==> src/rtl/sram_like_responder_if.sv <==
// Request/response bus of the SRAM-like req/addr_ok/data_ok protocol.
// The initiator drives the request side and the responder answers in order.
interface sram_like_responder_if;
    logic        req;
    logic        wr;
    logic [1:0]  size;
    logic [31:0] addr;
    logic [31:0] wdata;
    logic        addr_ok;
    logic        data_ok;
    logic [31:0] rdata;

    modport master (output req, wr, size, addr, wdata, input addr_ok, data_ok, rdata);
    modport slave  (input req, wr, size, addr, wdata, output addr_ok, data_ok, rdata);
endinterface

==> src/rtl/sram_like_responder.sv <==
// In-order responder for the SRAM-like protocol in front of a 1-cycle synchronous RAM.
// Define SRAM_RSP_STALL_EN to gate acceptance with a 16-bit stall LFSR.
module sram_like_responder #(
    parameter int unsigned AW        = 16,
    parameter int unsigned DEPTH     = 4,
    parameter int unsigned LATENCY   = 2,
    parameter logic [31:0] LFSR_SEED = 32'h1
) (
    input  logic                   clk,
    input  logic                   resetn,
    sram_like_responder_if.slave   bus,
    output logic                   mem_en,
    output logic [3:0]             mem_we,
    output logic [AW-1:0]          mem_addr,
    output logic [31:0]            mem_wdata,
    input  logic [31:0]            mem_rdata
);

    localparam int unsigned PW = $clog2(DEPTH);
    localparam int unsigned TW = $clog2(LATENCY);
    localparam logic [TW-1:0] TIMER_INIT = TW'(LATENCY - 1);
    localparam logic [PW:0]   DEPTH_C    = (PW + 1)'(DEPTH);

    if (LATENCY < 2) begin : g_latency_check
        $error("sram_like_responder: LATENCY must be >= 2");
    end
    if ((1 << PW) != DEPTH || DEPTH < 2) begin : g_depth_check
        $error("sram_like_responder: DEPTH must be a power of 2 and >= 2");
    end

    logic              is_wr_q [DEPTH];
    logic [31:0]       data_q  [DEPTH];
    logic [TW-1:0]     timer_q [DEPTH];
    logic [PW-1:0]     wr_ptr_q, rd_ptr_q, cap_ptr_q;
    logic [PW:0]       count_q, fifo_used;
    logic              cap_valid_q, data_ok_q;
    logic [31:0]       rdata_q, head_data;
    logic              stall, accept, head_valid, retire;
    logic              unused_addr;

`ifdef SRAM_RSP_STALL_EN
    logic [15:0] lfsr_q;

    always_ff @(posedge clk) begin
        if (!resetn) begin
            lfsr_q <= LFSR_SEED[15:0];
        end else begin
            lfsr_q <= {lfsr_q[14:0], lfsr_q[15] ^ lfsr_q[13] ^ lfsr_q[12] ^ lfsr_q[10]};
        end
    end
    assign stall = lfsr_q[0];
`else
    assign stall = 1'b0;
`endif

    // count_q still holds the entry whose data_ok is on the bus, so a full queue never pops through.
    assign accept      = resetn && bus.req && (count_q < DEPTH_C) && !stall;
    assign bus.addr_ok = accept;
    assign mem_en      = accept;
    assign mem_addr    = bus.addr[AW+1:2];
    assign mem_wdata   = bus.wdata;
    assign unused_addr = ^bus.addr[31:AW+2];

    always_comb begin
        mem_we = 4'b0000;
        if (accept && bus.wr) begin
            case (bus.size)
                2'd0:    mem_we = 4'b0001 << bus.addr[1:0];
                2'd1:    mem_we = 4'b0011 << {bus.addr[1], 1'b0};
                default: mem_we = 4'b1111;
            endcase
        end
    end

    assign fifo_used  = count_q - (PW + 1)'(data_ok_q);
    assign head_valid = (fifo_used != '0);
    // Retire when the head timer reaches zero this cycle, so data_ok lands LATENCY after accept.
    assign retire     = head_valid && (timer_q[rd_ptr_q] <= TW'(1));
    // At LATENCY 2 the head may retire in the same cycle its read data arrives.
    assign head_data  = (cap_valid_q && cap_ptr_q == rd_ptr_q) ? mem_rdata : data_q[rd_ptr_q];

    always_ff @(posedge clk) begin
        if (!resetn) begin
            wr_ptr_q    <= '0;
            rd_ptr_q    <= '0;
            cap_ptr_q   <= '0;
            count_q     <= '0;
            cap_valid_q <= 1'b0;
            data_ok_q   <= 1'b0;
            rdata_q     <= 32'h0;
        end else begin
            cap_valid_q <= accept && !bus.wr;
            cap_ptr_q   <= wr_ptr_q;
            data_ok_q   <= retire;
            if (accept) begin
                wr_ptr_q <= wr_ptr_q + 1'b1;
            end
            if (retire) begin
                rd_ptr_q <= rd_ptr_q + 1'b1;
                rdata_q  <= is_wr_q[rd_ptr_q] ? 32'h0 : head_data;
            end
            case ({accept, data_ok_q})
                2'b10:   count_q <= count_q + 1'b1;
                2'b01:   count_q <= count_q - 1'b1;
                default: count_q <= count_q;
            endcase
        end
    end

    always_ff @(posedge clk) begin
        for (int i = 0; i < DEPTH; i++) begin
            if (timer_q[i] != '0) begin
                timer_q[i] <= timer_q[i] - 1'b1;
            end
        end
        if (cap_valid_q) begin
            data_q[cap_ptr_q] <= mem_rdata;
        end
        if (accept) begin
            is_wr_q[wr_ptr_q] <= bus.wr;
            data_q[wr_ptr_q]  <= 32'h0;
            timer_q[wr_ptr_q] <= TIMER_INIT;
        end
    end

    assign bus.data_ok = data_ok_q;
    assign bus.rdata   = rdata_q;

endmodule

==> src/flat_wrapper.sv <==
// flat-port wrapper written by rule: the top's interface ports become plain ports
module sram_like_responder_flat 
#(
    parameter int unsigned AW        = 16,
    parameter int unsigned DEPTH     = 4,
    parameter int unsigned LATENCY   = 2,
    parameter logic [31:0] LFSR_SEED = 32'h1
)
  (clk, resetn, mem_en, mem_we, mem_addr, mem_wdata, mem_rdata, bus_req, bus_wr, bus_size, bus_addr, bus_wdata, bus_addr_ok, bus_data_ok, bus_rdata);
  sram_like_responder_if bus_i ();
  input  logic clk;
  input  logic resetn;
  output logic mem_en;
  output logic [3:0] mem_we;
  output logic [AW-1:0] mem_addr;
  output logic [31:0] mem_wdata;
  input  logic [31:0] mem_rdata;
  input wire logic [$bits(bus_i.req)-1:0] bus_req;
  input wire logic [$bits(bus_i.wr)-1:0] bus_wr;
  input wire logic [$bits(bus_i.size)-1:0] bus_size;
  input wire logic [$bits(bus_i.addr)-1:0] bus_addr;
  input wire logic [$bits(bus_i.wdata)-1:0] bus_wdata;
  output wire logic [$bits(bus_i.addr_ok)-1:0] bus_addr_ok;
  output wire logic [$bits(bus_i.data_ok)-1:0] bus_data_ok;
  output wire logic [$bits(bus_i.rdata)-1:0] bus_rdata;
  assign bus_i.req = bus_req;
  assign bus_i.wr = bus_wr;
  assign bus_i.size = bus_size;
  assign bus_i.addr = bus_addr;
  assign bus_i.wdata = bus_wdata;
  assign bus_addr_ok = bus_i.addr_ok;
  assign bus_data_ok = bus_i.data_ok;
  assign bus_rdata = bus_i.rdata;
  sram_like_responder #(.AW(AW), .DEPTH(DEPTH), .LATENCY(LATENCY), .LFSR_SEED(LFSR_SEED)) u_core (.clk(clk), .resetn(resetn), .bus(bus_i), .mem_en(mem_en), .mem_we(mem_we), .mem_addr(mem_addr), .mem_wdata(mem_wdata), .mem_rdata(mem_rdata));
endmodule
==> config.mk <==
export PLATFORM = sky130hd
export DESIGN_NAME = sram_like_responder_flat
export DESIGN_NICKNAME = d
export VERILOG_FILES = /design/src/rtl/sram_like_responder_if.sv /design/src/rtl/sram_like_responder.sv /design/src/flat_wrapper.sv
export SDC_FILE = /design/constraint.sdc
export NUM_CORES = 1
export LEC_CHECK = 0
export ABC_AREA = 1
export ABC_CLOCK_PERIOD_IN_PS = 6200
export CAP_MARGIN = 20
export CORE_ASPECT_RATIO = 1.1
export CORE_MARGIN = 8
export CORE_UTILIZATION = 45
export CTS_CLUSTER_DIAMETER = 50
export DETAILED_ROUTE_END_ITERATION = 7
export PLACE_DENSITY = 0.83
export SYNTH_ARGS = -nofsm -noshare
export SYNTH_HDL_FRONTEND = slang
export SYNTH_SLANG_ARGS = --single-unit
==> constraint.sdc <==
create_clock -name clk -period 6.2 [get_ports clk]
set_input_delay 1.24 -clock clk [delete_from_list [all_inputs] [get_ports clk]]
set_output_delay 1.24 -clock clk [all_outputs]
set_load 0.01 [all_outputs]
==> results_dict.tcl, run 1 <==
set metrics [dict create \
    status "finished, violations left" \
    violations "DRC" \
    startpoint_type "primary input" \
    die_area_mm2 0.02303 \
    post_dp_cell_area_mm2 0.008667 \
    grt_usage_pct 20.21 \
    relSlewSlack_pct 24.15 \
    synth_nets 1239 \
    wl_um 23570 \
    synthCells 1130 \
    drtPass1Iterations 8 \
    hold_violations 0 \
    leakagePower_nw 3.833 \
    worstPathMaxFanout 24 \
    cts_setup_buffers 0 \
    grt_pass1_wl_um 38340 \
    cts_tree "built" \
    drtIter0Drc 1258 \
    seq_power_share_pct 38.2 \
    place_congestion 0.7766 \
    ant_nets 0 \
    ys_ff_latch 177 \
    vias 7915 \
    async_flop_share_pct 0 \
    min_period_ns 4.765 \
    place_ws_ns 1.432 \
    pwr-share-clk_pct 22.2 \
    fp-row-count 52 \
    p_total_mw 5.113 \
    grt_max_degree 84 \
    drive_gt1_share_pct 5.430 \
    p_sw_mw 1.981 \
    setup_slack_ns 1.435 \
    drv_slew 0 \
    hpwl_um 13050 \
    pwr-share-comb_pct 39.6 \
    fin_skew_ns 0.006552 \
    place.port_buffers 78 \
    synth-edff-count 4 \
    globalRoute.totalOverflow 0 \
    synth_area_per_cell_um2 7.339 \
    cts-root-buf "clkbuf_16" \
    max_freq_ghz 0.2098 \
    ys_types 23 \
    finalInstanceArea_mm2 0.009281 \
    synthFlopType "dfxtp_1" \
    rrSetupSlack_ns 2.94 \
    internal_power_mw 3.131 \
    cts_buffers 17 \
    worstPathArrival_ns 3.53 \
    clockBufferDepth 2 \
    ys_warn_count 0 \
    floorplan.initialDensity_pct 45.52 \
    tns_ns 0 \
    critPathKind "primary input to primary output" \
    cts_resized 0 \
    period_share_pct 76.86 \
    fp.dieW_um 145.4 \
    core_area_mm2 0.01822 \
    boundaryPins 189 \
    r2r_start "u_core.cap_ptr_q[0]$_SDFF_PN0_" \
    cp.required_ns 4.96 \
    p_sw_share_pct 38.75 \
    startpoint "resetn" \
    r2r_cells 7 \
    instances_no_fill 1348 \
    area_delta_synth_final_pct 11.92 \
    hp-class "flip-flop to flip-flop" \
    clkTransAtPathRegs_ns 0.06 \
    crit_path_end_kind "primary output" \
    nets 1205 \
    setup_viol 0 \
    post_drt_via_cell_ratio 5.872 \
    cts.sinks 177 \
    grt_pass1_vias 7600 \
    syn-cell-area_mm2 0.008293 \
    clock_latency_ns 0.42 \
    powerDensity_mw_per_mm2 550.9 \
    wl_per_cell_um 17.48 \
    worstMarginPinSlew_ns 1.135 \
    drc_errors 4 \
    cts_htree_levels 4 \
    antenna_cells 0 \
    ys_seq_area_share_pct 43.21 \
    nFillCells 1678 \
    cts_hold_buffers 0 \
    post-place-cells 1320 \
    endpoint "mem_we[0]" \
    peakVddDrop_mv 0.2813 \
    drv_cap 0 \
    rsz0062_at_grt "no" \
    die_y_um 158.4 \
    r2r_end "u_core.bus.rdata[0]$_SDFFE_PN0N_" \
    antenna_found_initial 0 \
]
## synthesized netlist by cell type (6+ instances only)
master / n / share of area [%]
clkbuf_1: 36 / 1.6
inv_1: 60 / 2.7
ha_1: 6 / 0.91
nand4_1: 31 / 2.3
buf_2: 45 / 2.7
buf_4: 58 / 5.3
nand2_1: 276 / 12
nor2_1: 10 / 0.45
dfxtp_1: 173 / 42
o22ai_1: 97 / 7.3
a21oi_1: 171 / 10
o21ai_0: 10 / 0.60
nand3_1: 130 / 7.8
## worst min path at each step
stage                                                  from  slack, ns  depth (start not counted)                                 to
after global routing      u_core.bus.rdata[11]$_SDFFE_PN0N_       0.48                          2  u_core.bus.rdata[11]$_SDFFE_PN0N_
final                     u_core.bus.rdata[13]$_SDFFE_PN0N_       0.46                          2  u_core.bus.rdata[13]$_SDFFE_PN0N_
after floorplan            u_core.data_q[3][2]$_SDFFE_PP0P_       0.43                          2   u_core.data_q[3][2]$_SDFFE_PP0P_
after CTS                  u_core.bus.rdata[6]$_SDFFE_PN0N_       0.47                          2   u_core.bus.rdata[6]$_SDFFE_PN0N_
after detailed placement   u_core.data_q[3][2]$_SDFFE_PP0P_       0.45                          2   u_core.data_q[3][2]$_SDFFE_PP0P_
after global placement     u_core.data_q[3][2]$_SDFFE_PP0P_       0.44                          2   u_core.data_q[3][2]$_SDFFE_PP0P_
## power by group through the flow
stage               registers [mW]  clock network [mW]  logic [mW]
global placement              1.93                   0        1.95
global route                  2.01                1.19        2.26
finish                        1.95                1.13        2.02
CTS                           1.94                1.14        2.01
floorplan                     1.91                   0        1.49
detailed placement            1.95                   0        1.99
## worst max-delay path, stage by stage
cell	delay (ns)
clkdlybuf4s50_1	0.68
nand3_2	0.47
inv_1	0.29
nand2_1	0.14
a21oi_1	0.14
clkdlybuf4s50_1	0.56
## per-stage QoR
stage | hold WS (ns) | utilization, %
final | 0.4636 | 50.95
after global routing | 0.4775 | 50.95
after CTS | 0.4665 | 50.95
after detailed placement | 0.4483 | 47.58
after global placement | 0.4411 | 47.58
after floorplan | 0.4313 | -
## per-layer routing
layer / wire [um] / vias up / track usage (%)
li1: - / 3724 / -
met1: 9299 / 3645 / 24.41
met2: 11350 / 459 / 33.64
met3: 2112 / 87 / 3.610
met4: 807 / 0 / 11.71
met5: 0 / - / 0
## flip-flops by register name, summed over array words and instances, names as in the netlist, named ones only
signal	cells
u_core.data_q	128
u_core.bus.rdata	32
u_core.is_wr_q	4
u_core.count_q	3
u_core.cap_ptr_q	2
u_core.rd_ptr_q	2
u_core.wr_ptr_q	2
u_core.bus.data_ok	1
u_core.cap_valid_q	1
## layout make-up
class                      instances  area, um2  area share, %
multi-input combinational        743       3645          39.27
sequential                       177       3586          38.64
timing repair buffer              92      885.9          9.544
clock buffer                      22      484.2          5.217
tap                              243      304.0          3.276
inverter                          65      246.5          2.656
clock inverter                     6      130.1          1.402
## cell usage in the layout, fill, tap and decap left out
cell type,netlist,final
inv_1,60,60
edfxtp_1,4,4
clkbuf_1,36,1
ha_1,6,6
nand3_2,2,2
o21ai_0,10,10
nor2_1,10,9
clkbuf_16,0,17
nand4_1,31,31
nand2_1,276,276
clkdlybuf4s50_1,0,78
nand3_1,130,130
a21oi_4,0,1
nor2_4,5,6
fa_1,1,1
dfxtp_1,173,171
nand2_2,3,3
dfxtp_2,0,2
buf_4,58,14
clkinv_2,0,2
a21oi_1,171,171
o22ai_1,97,97
bufinv_16,0,4
inv_2,4,4
inv_4,1,1
clkbuf_8,0,4
## kinds of logic after synthesis
| kind of cell | count (synthesis) | share of synthesized area [%] |
|---|---|---|
| adder cells (fa/ha/maj) | 7 | 1.147 |
| flip-flops | 177 | 43.21 |
| AO/OA/AOI/OAI | 279 | 18.35 |
| buffers and inverters | 210 | 13.02 |
| AND/OR/NAND/NOR | 457 | 24.28 |
Note: power is estimated with default switching activity, not from simulation.
==> run 2: changes to the inputs <==
--- a/config.mk
+++ b/config.mk
@@ -6,14 +6,14 @@
 export NUM_CORES = 1
 export LEC_CHECK = 0
 export ABC_AREA = 1
-export ABC_CLOCK_PERIOD_IN_PS = 6200
+export ABC_CLOCK_PERIOD_IN_PS = 4000
 export CAP_MARGIN = 20
 export CORE_ASPECT_RATIO = 1.1
 export CORE_MARGIN = 8
 export CORE_UTILIZATION = 45
 export CTS_CLUSTER_DIAMETER = 50
 export DETAILED_ROUTE_END_ITERATION = 7
-export PLACE_DENSITY = 0.83
+export PLACE_DENSITY = 0.86
 export SYNTH_ARGS = -nofsm -noshare
 export SYNTH_HDL_FRONTEND = slang
 export SYNTH_SLANG_ARGS = --single-unit
==> constraint.sdc (replaced) <==
create_clock -name clk -period 4 [get_ports clk]
set_input_delay 0.8 -clock clk [delete_from_list [all_inputs] [get_ports clk]]
set_output_delay 0.8 -clock clk [all_outputs]
set_load 0.01 [all_outputs]
==> results_dict.tcl, run 2 (same netlist as run 1, synthesis figures left out) <==
set metrics [dict create \
    drtPass1Iterations 8 \
    cts_buffers 17 \
    leakagePower_nw 3.891 \
    setup_viol 0 \
    max_freq_ghz 0.3050 \
    place_ws_ns 0.7168 \
    period_share_pct 81.98 \
    multiInputGateArea_mm2 0.003632 \
    cp.required_ns 3.20 \
    seq_power_share_pct 37.8 \
    pwr-share-clk_pct 21.8 \
    cts.sinks 177 \
    antenna_found_initial 1 \
    die_area_mm2 0.02303 \
    r2r_cells 6 \
    powerDensity_mw_per_mm2 851.1 \
    cts_tree "built" \
    grt_pass1_wl_um 37870 \
    die_y_um 158.4 \
    vias 7976 \
    hold_depth 2 \
    post_drt_via_cell_ratio 5.852 \
    pwr-share-comb_pct 40.4 \
    drive_gt1_share_pct 6.518 \
    peakVddDrop_mv 0.4855 \
    p_sw_share_pct 38.85 \
    antenna_cells 0 \
    nFillCells 1674 \
    startpoint_type "primary input" \
    fp.dieW_um 145.4 \
    grt_pass1_vias 7673 \
    min_period_ns 3.279 \
    boundaryPins 189 \
    utilization_pct 51.53 \
    hold_path_end "u_core.data_q[3][2]$_SDFFE_PP0P_" \
    r2r_end "u_core.data_q[1][0]$_SDFFE_PP0P_" \
    worstPathArrival_ns 2.48 \
    worstMarginPinSlew_ns 1.160 \
    nets 1217 \
    final_common_cell "nand2_1" \
    ant_nets 0 \
    clock_latency_ns 0.43 \
    regMostFlops "u_core.data_q" \
    hpwl_um 13920 \
    clkTransAtPathRegs_ns 0.06 \
    cts-root-buf "clkbuf_16" \
    p_total_mw 7.990 \
    drv_cap 0 \
    place_congestion 0.7789 \
    hold_violations 0 \
    area_delta_synth_final_pct 13.20 \
    setup_slack_ns 0.7209 \
    fp-row-count 52 \
    relSlewSlack_pct 22.68 \
    fin_skew_ns 0.007794 \
    cts_setup_buffers 0 \
    worstHoldStart "u_core.data_q[3][2]$_SDFFE_PP0P_" \
    status "completed" \
    rrSetupSlack_ns 1.45 \
    largest_register_ffs 128 \
    layout_common_cells "276 x nand2_1, 172 x dfxtp_1, 171 x a21oi_1" \
    tns_ns 0 \
    hp-class "flip-flop to flip-flop" \
    wl_per_cell_um 17.15 \
    critPathKind "primary input to primary output" \
    core_area_mm2 0.01822 \
    rsz0062_at_grt "no" \
    floorplan.initialDensity_pct 45.52 \
    p_sw_mw 3.104 \
    grt_usage_pct 19.94 \
    cts_htree_levels 4 \
    r2r_start "u_core.cap_valid_q$_SDFF_PN0_" \
    drc_errors 0 \
    globalRoute.totalOverflow 0 \
    drtIter0Drc 1126 \
    grt_max_degree 105 \
    crit_path_end_kind "primary output" \
    worstPathMaxFanout 9 \
    clockBufferDepth 2 \
    cts_resized 0 \
    regArea_mm2 0.003585 \
    wl_um 23380 \
    place.port_buffers 78 \
    cts_hold_buffers 0 \
    internal_power_mw 4.886 \
    drv_slew 0 \
]
[run 2: cell count changes in the layout (fill, tap and decap cells not counted), moves of 2 or more]
cell        before  now
buf_4           14   24
clkbuf_8         4    2
buf_12           0    2
clkinvlp_4       0    2
[run 2: per-layer routing]
layer | routed length (um) | global-route usage, % | share of wire [%] | vias up
met5 | 13 | 0 | 0.056 | -
met1 | 9059 | 22.35 | 39 | 3637
li1 | - | - | - | 3760
met4 | 891 | 11.11 | 3.8 | 2
met2 | 11170 | 34.31 | 48 | 459
met3 | 2239 | 5.230 | 9.6 | 118
[run 2: through the flow]
stage	hold WS, ns	std cells	cell area, um2
global route	0.4737	1363	9388
global placement	0.4424	1332	8768
floorplan	0.4313	1130	8293
CTS	0.4585	1363	9388
finish	0.4598	1363	9388
detailed placement	0.4496	1332	8768
[run 2: power groups by stage]
stage / logic, mW / clock network, mW / registers, mW
after floorplan: 2.30 / 0 / 2.96
after global placement: 3.08 / 0 / 3.00
after detailed placement: 3.15 / 0 / 3.03
after CTS: 3.19 / 1.75 / 3.01
after global routing: 3.55 / 1.84 / 3.11
final: 3.23 / 1.74 / 3.02
[run 2: final cells by class]
cell class	count	share of cell area, %
Multi-Input combinational cell	743	38.69
Clock inverter	10	1.693
Inverter	65	2.626
Sequential cell	177	38.18
Tap cell	243	3.239
Timing Repair Buffer	104	10.66
Clock buffer	21	4.905
[run 2: worst max-delay path by stage]
stage               startpoint   endpoint  slack, ns  cells past startpoint
floorplan               resetn  mem_we[0]       1.47                      6
global placement        resetn  mem_we[2]       0.75                      7
detailed placement      resetn  mem_we[1]       0.72                      7
CTS                     resetn  mem_we[1]       0.71                      7
global route            resetn  mem_we[2]       0.61                      7
finish                  resetn  mem_we[0]       0.72                      7
[run 2: worst max-delay path, stage by stage]
cell and delay (ns):
clkdlybuf4s50_1 0.45, buf_4 0.16, nand3_2 0.11, inv_1 0.14
nand2_1 0.12, a21oi_1 0.13, clkdlybuf4s50_1 0.56
